`config.mk`:
```
export PLATFORM = sky130hd
export DESIGN_NAME = vga_score_ctrl
export DESIGN_NICKNAME = d
export VERILOG_FILES = /design/src/rtl/vga_score_ctrl.sv
export SDC_FILE = /design/constraint.sdc
export NUM_CORES = 1
export LEC_CHECK = 0
export CAP_MARGIN = 20
export CELL_PAD_IN_SITES_DETAIL_PLACEMENT = 0
export CELL_PAD_IN_SITES_GLOBAL_PLACEMENT = 2
export CORE_ASPECT_RATIO = 1.25
export CORE_MARGIN = 4
export CORE_UTILIZATION = 36
export CTS_CLUSTER_DIAMETER = 30
export DETAILED_ROUTE_END_ITERATION = 10
export HOLD_SLACK_MARGIN = 0.06
export PLACE_DENSITY = 0.91
export SYNTH_ARGS = -nofsm -noshare
export SYNTH_HDL_FRONTEND = slang
export SYNTH_SLANG_ARGS = --single-unit
```
`constraint.sdc`:
```
create_clock -name clk -period 3.8 [get_ports clk]
set_clock_uncertainty 0.1 [all_clocks]
set_input_delay 0.76 -clock clk [delete_from_list [all_inputs] [get_ports clk]]
set_output_delay 0.76 -clock clk [all_outputs]
set_load 0.1 [all_outputs]
```
`src/rtl/vga_score_ctrl.sv`:
```
// vga_score_ctrl: two-player score keeper for the VGA scoreboard.
// Arbitrates point pulses, sequences rounds, updates digits on frame edges.
module vga_score_ctrl #(
    parameter int WIN_SCORE   = 9,
    parameter int HOLD_FRAMES = 120
) (
    input  logic       clk,
    input  logic       rst,
    input  logic       start,
    input  logic       pt0,
    input  logic       pt1,
    input  logic       vsync,
    output logic [3:0] score0,
    output logic [3:0] score1,
    output logic       ack0,
    output logic       ack1,
    output logic [1:0] winner,
    output logic [1:0] state
);

    typedef enum logic [1:0] {
        S_IDLE = 2'b00,
        S_PLAY = 2'b01,
        S_WIN  = 2'b10
    } state_t;

    localparam logic [3:0] WIN_VAL  = 4'(WIN_SCORE);
    localparam logic [7:0] HOLD_VAL = 8'(HOLD_FRAMES);

    state_t     state_q, state_d;
    logic [3:0] cnt0_q, cnt0_d;
    logic [3:0] cnt1_q, cnt1_d;
    logic       pend0_q, pend0_d;
    logic       pend1_q, pend1_d;
    logic       last_q, last_d;
    logic       vs_q, vs_d;
    logic [7:0] fcnt_q, fcnt_d;
    logic [3:0] score0_q, score0_d;
    logic [3:0] score1_q, score1_d;
    logic       ack0_q, ack0_d;
    logic       ack1_q, ack1_d;
    logic [1:0] winner_q, winner_d;

    logic fe;
    logic req0, req1;
    logic gnt0, gnt1;

    // falling edge of the active-low vsync marks a frame boundary
    assign fe   = vs_q & ~vsync;
    assign req0 = pend0_q | pt0;
    assign req1 = pend1_q | pt1;

    // round sequencing, arbitration and score counters
    always_comb begin
        state_d  = state_q;
        cnt0_d   = cnt0_q;
        cnt1_d   = cnt1_q;
        pend0_d  = pend0_q;
        pend1_d  = pend1_q;
        last_d   = last_q;
        fcnt_d   = fcnt_q;
        winner_d = winner_q;
        ack0_d   = 1'b0;
        ack1_d   = 1'b0;
        gnt0     = 1'b0;
        gnt1     = 1'b0;
        unique case (state_q)
            S_IDLE: begin
                cnt0_d   = 4'd0;
                cnt1_d   = 4'd0;
                pend0_d  = 1'b0;
                pend1_d  = 1'b0;
                winner_d = 2'b00;
                if (start) begin
                    state_d = S_PLAY;
                end
            end
            S_PLAY: begin
                if (start) begin
                    cnt0_d  = 4'd0;
                    cnt1_d  = 4'd0;
                    pend0_d = 1'b0;
                    pend1_d = 1'b0;
                end else begin
                    gnt0    = req0 & (~req1 | last_q);
                    gnt1    = req1 & (~req0 | ~last_q);
                    pend0_d = req0 & ~gnt0;
                    pend1_d = req1 & ~gnt1;
                    if (gnt0) begin
                        cnt0_d = cnt0_q + 4'd1;
                        ack0_d = 1'b1;
                        last_d = 1'b0;
                    end
                    if (gnt1) begin
                        cnt1_d = cnt1_q + 4'd1;
                        ack1_d = 1'b1;
                        last_d = 1'b1;
                    end
                    if ((gnt0 && cnt0_d == WIN_VAL) ||
                        (gnt1 && cnt1_d == WIN_VAL)) begin
                        state_d  = S_WIN;
                        winner_d = gnt0 ? 2'b01 : 2'b10;
                        pend0_d  = 1'b0;
                        pend1_d  = 1'b0;
                        fcnt_d   = 8'd0;
                    end
                end
            end
            S_WIN: begin
                if (fcnt_q == HOLD_VAL) begin
                    state_d  = S_IDLE;
                    cnt0_d   = 4'd0;
                    cnt1_d   = 4'd0;
                    winner_d = 2'b00;
                end else if (fe) begin
                    fcnt_d = fcnt_q + 8'd1;
                end
            end
            default: begin
                state_d = S_IDLE;
            end
        endcase
    end

    // display digits change only on a frame edge; winner flashes in WIN
    always_comb begin
        vs_d     = vsync;
        score0_d = score0_q;
        score1_d = score1_q;
        if (fe) begin
            score0_d = cnt0_q;
            score1_d = cnt1_q;
            if (state_q == S_WIN && fcnt_q[4]) begin
                if (winner_q == 2'b01) begin
                    score0_d = 4'hF;
                end
                if (winner_q == 2'b10) begin
                    score1_d = 4'hF;
                end
            end
        end
    end

    // state register with synchronous reset
    always_ff @(posedge clk) begin
        if (rst) begin
            state_q  <= S_IDLE;
            cnt0_q   <= 4'd0;
            cnt1_q   <= 4'd0;
            pend0_q  <= 1'b0;
            pend1_q  <= 1'b0;
            last_q   <= 1'b1;
            vs_q     <= 1'b1;
            fcnt_q   <= 8'd0;
            score0_q <= 4'd0;
            score1_q <= 4'd0;
            ack0_q   <= 1'b0;
            ack1_q   <= 1'b0;
            winner_q <= 2'b00;
        end else begin
            state_q  <= state_d;
            cnt0_q   <= cnt0_d;
            cnt1_q   <= cnt1_d;
            pend0_q  <= pend0_d;
            pend1_q  <= pend1_d;
            last_q   <= last_d;
            vs_q     <= vs_d;
            fcnt_q   <= fcnt_d;
            score0_q <= score0_d;
            score1_q <= score1_d;
            ack0_q   <= ack0_d;
            ack1_q   <= ack1_d;
            winner_q <= winner_d;
        end
    end

    assign score0 = score0_q;
    assign score1 = score1_q;
    assign ack0   = ack0_q;
    assign ack1   = ack1_q;
    assign winner = winner_q;
    assign state  = state_q;

endmodule
```
==> metrics <==
commonest non-fill, non-tap cell in the layout dfxtp_1; CP max FO 8; post_cts resized 0; DRT Wirelength a little over 4 mm; leakage power 0.000710 µW; worst ir drop on vdd 0.207 mV; # H-tree levels 2; nets 213; CP endpoint kind primary output; period utilization between 70% and 80%; hold_ws 0.373 ns; buffer depth of the longest clock path 2; HP Start pend0_q; Slew headroom 34.5%; Post-Syn Area 1620 µm²; DR DRC count 0; fillers 437; max-slew violations 0; layout cells sized above 1 14.2%; Final TNS setup 0 ns; vias in the first global route ~1400; Worst setup SP type flop; first-pass GRT wire length 6.92 mm; Syn Inst Count 179; Logic pwr share 15.5%; async set-reset flop share out of synthesis 0%; Root Driver clkbuf_8; area grow syn2layout 21.7%; clock sink count 34; CTS tree yes; Die H 83.0 µm; Critical path origin state[0]; RSZ-0062 raised after global routing false; f_max 354 MHz; CTS buffer count 5; post-CTS setup buffers 0; Hold Violations, Final 0; Cell variety after synth 52; sequential share of power roughly half; Sw Share 28.6%; Clk network pwr share a little over a third; internal power 545 µW; Post-synth EDFFs 0; clk_lat worst skew 0.28 ns; drt first-iter violations 72; gr usage total 15.7%; MaxCap Viol Count 0; critical setup path kind flop to primary output; Post-DRT Antenna Nets 0; Syn. warnings 0; CP Data Required Time 2.94 ns; crit-path cells clkdlybuf4s50_1; Mapped Avg Cell Area 9.06 µm²; syn nets 189; Avg Vias per Cell 5.56; IO Pins 20; CP bufs+invs 1; Slowest-stage cell, CP clkdlybuf4s50_1; slowest cell delay on critical path 1.20 ns; run status finished clean; Main synth FF type dfxtp_1; Placer Congestion 0.801; pin count of the biggest net entering global routing 14; Multi-input gate area 896 µm²; Reg clk slew, reported paths 0.07 ns; # hold bufs at CTS 0; via count 1457; core area 4390 µm²; # rows 27; Die Width 68.0 µm; PD cells 387 nW/µm²; Initial DRT Pass Iterations 4; Final setup viols 0; r2r startpoint cnt1_q[0]; Least-Margin Pin Slew 0.980 ns; initial antenna violation count 0; Port Buffer Count 19; routed len/inst 15.4 µm; min Tclk post-route between 2 and 3 ns; remaining global-route overflow 0; commonest cells after routing, fill and taps aside dfxtp_1, nand2_1, clkdlybuf4s50_1; antenna diode count 0; Top delay family on crit path buffers and inverters; post-synthesis sequential area ratio 42.0%; DPL Wire Length 3.05 mm; crit path DAT 1.96 ns; Hold Path Class flop to flop; #FFs+latches synth 34; Die ar. about 5600 µm²; switching pwr 219 µW; Starting Density about 37%; Reg area about 680 µm²
-- synth_stat cells (2+ instances only) --
master	n	area, µm²
dfxtp_1	34	681
nand2_1	21	78.8
nor2_1	12	45.0
a21oi_1	11	55.1
o21ai_0	9	45.0
o221a_2	8	90.1
inv_1	6	22.5
nand3_1	5	25.0
o21ai_1	5	25.0
clkbuf_1	4	15.0
ha_1	4	50.1
nor3_1	4	20.0
a311oi_1	3	26.3
a31oi_1	3	18.8
o21a_1	3	22.5
o22ai_1	3	18.8
a41o_1	2	20.0
nand2b_1	2	12.5
nor2_2	2	12.5
o21bai_1	2	15.0
o41ai_1	2	17.5
or3_1	2	12.5
or4_1	2	15.0
xnor2_1	2	17.5
-- power groups by stage --
stage	Clock, µW	Combinational [µW]	Sequential [µW]
CTS	282	119	373
detailed placement	0	119	381
global placement	0	118	381
finish	272	119	373
floorplan	0	34.4	432
global route	297	124	374
-- stage by stage --
step / power (µW) / cells / area [µm²] / worst slack [ns] / util [%]
global placement: 498 / 254 / 1880 / 1.19 / 42.8
floorplan: 466 / 179 / 1620 / 1.31 / -
finish: 764 / 262 / 1970 / 0.977 / 44.9
detailed placement: 500 / 254 / 1880 / 1.15 / 42.8
CTS: 774 / 262 / 1970 / 0.952 / 44.9
global route: 795 / 262 / 1970 / 0.908 / 44.9
-- logic make-up after synthesis --
| logic type | Yosys count | share of synthesized area [%] |
|---|---|---|
| buf+inv | 11 | 2.78 |
| flops | 34 | 42.0 |
| mux | 1 | 0.694 |
| simple gates | 61 | 19.7 |
| compound gates | 65 | 30.2 |
| xor+xnor | 3 | 1.62 |
| fa+ha+maj | 4 | 3.09 |
-- layout make-up --
class | instances | share of cell area, %
timing repair buffer | 22 | 10.7
inverter | 6 | 1.14
clock buffer | 7 | 4.38
tap | 58 | 3.68
clock inverter | 1 | 0.254
sequential | 34 | 34.5
multi-input combinational | 134 | 45.4
-- sequential cells by signal (all words and copies together) (netlist names), 2 cells and up --
register	count
fcnt_q	8
score0	4
winner	2
cnt0_q	4
state	2
score1	4
cnt1_q	4
-- path summary, 6_finish.rpt --
| check | endpoint | slack [ns] | cells after the start |
|---|---|---|---|
| setup / recovery | state[0] | 0.98 | 1 |
| hold / removal | pend0_q | 0.37 | 2 |
| setup reg to reg | fcnt_q[5] | 1.68 | 6 |
| hold reg to reg | pend0_q | 0.37 | 2 |
-- metal layers --
layer | up-vias | global-route usage, % | wire [µm]
met2 | 25 | 26.7 | 2100
met3 | 6 | 3.79 | 123
met1 | 699 | 18.9 | 1760
li1 | 727 | - | -
met4 | 0 | 4.88 | 47
met5 | - | 0 | 0
No activity file was read; power rests on OpenSTA's default activity.
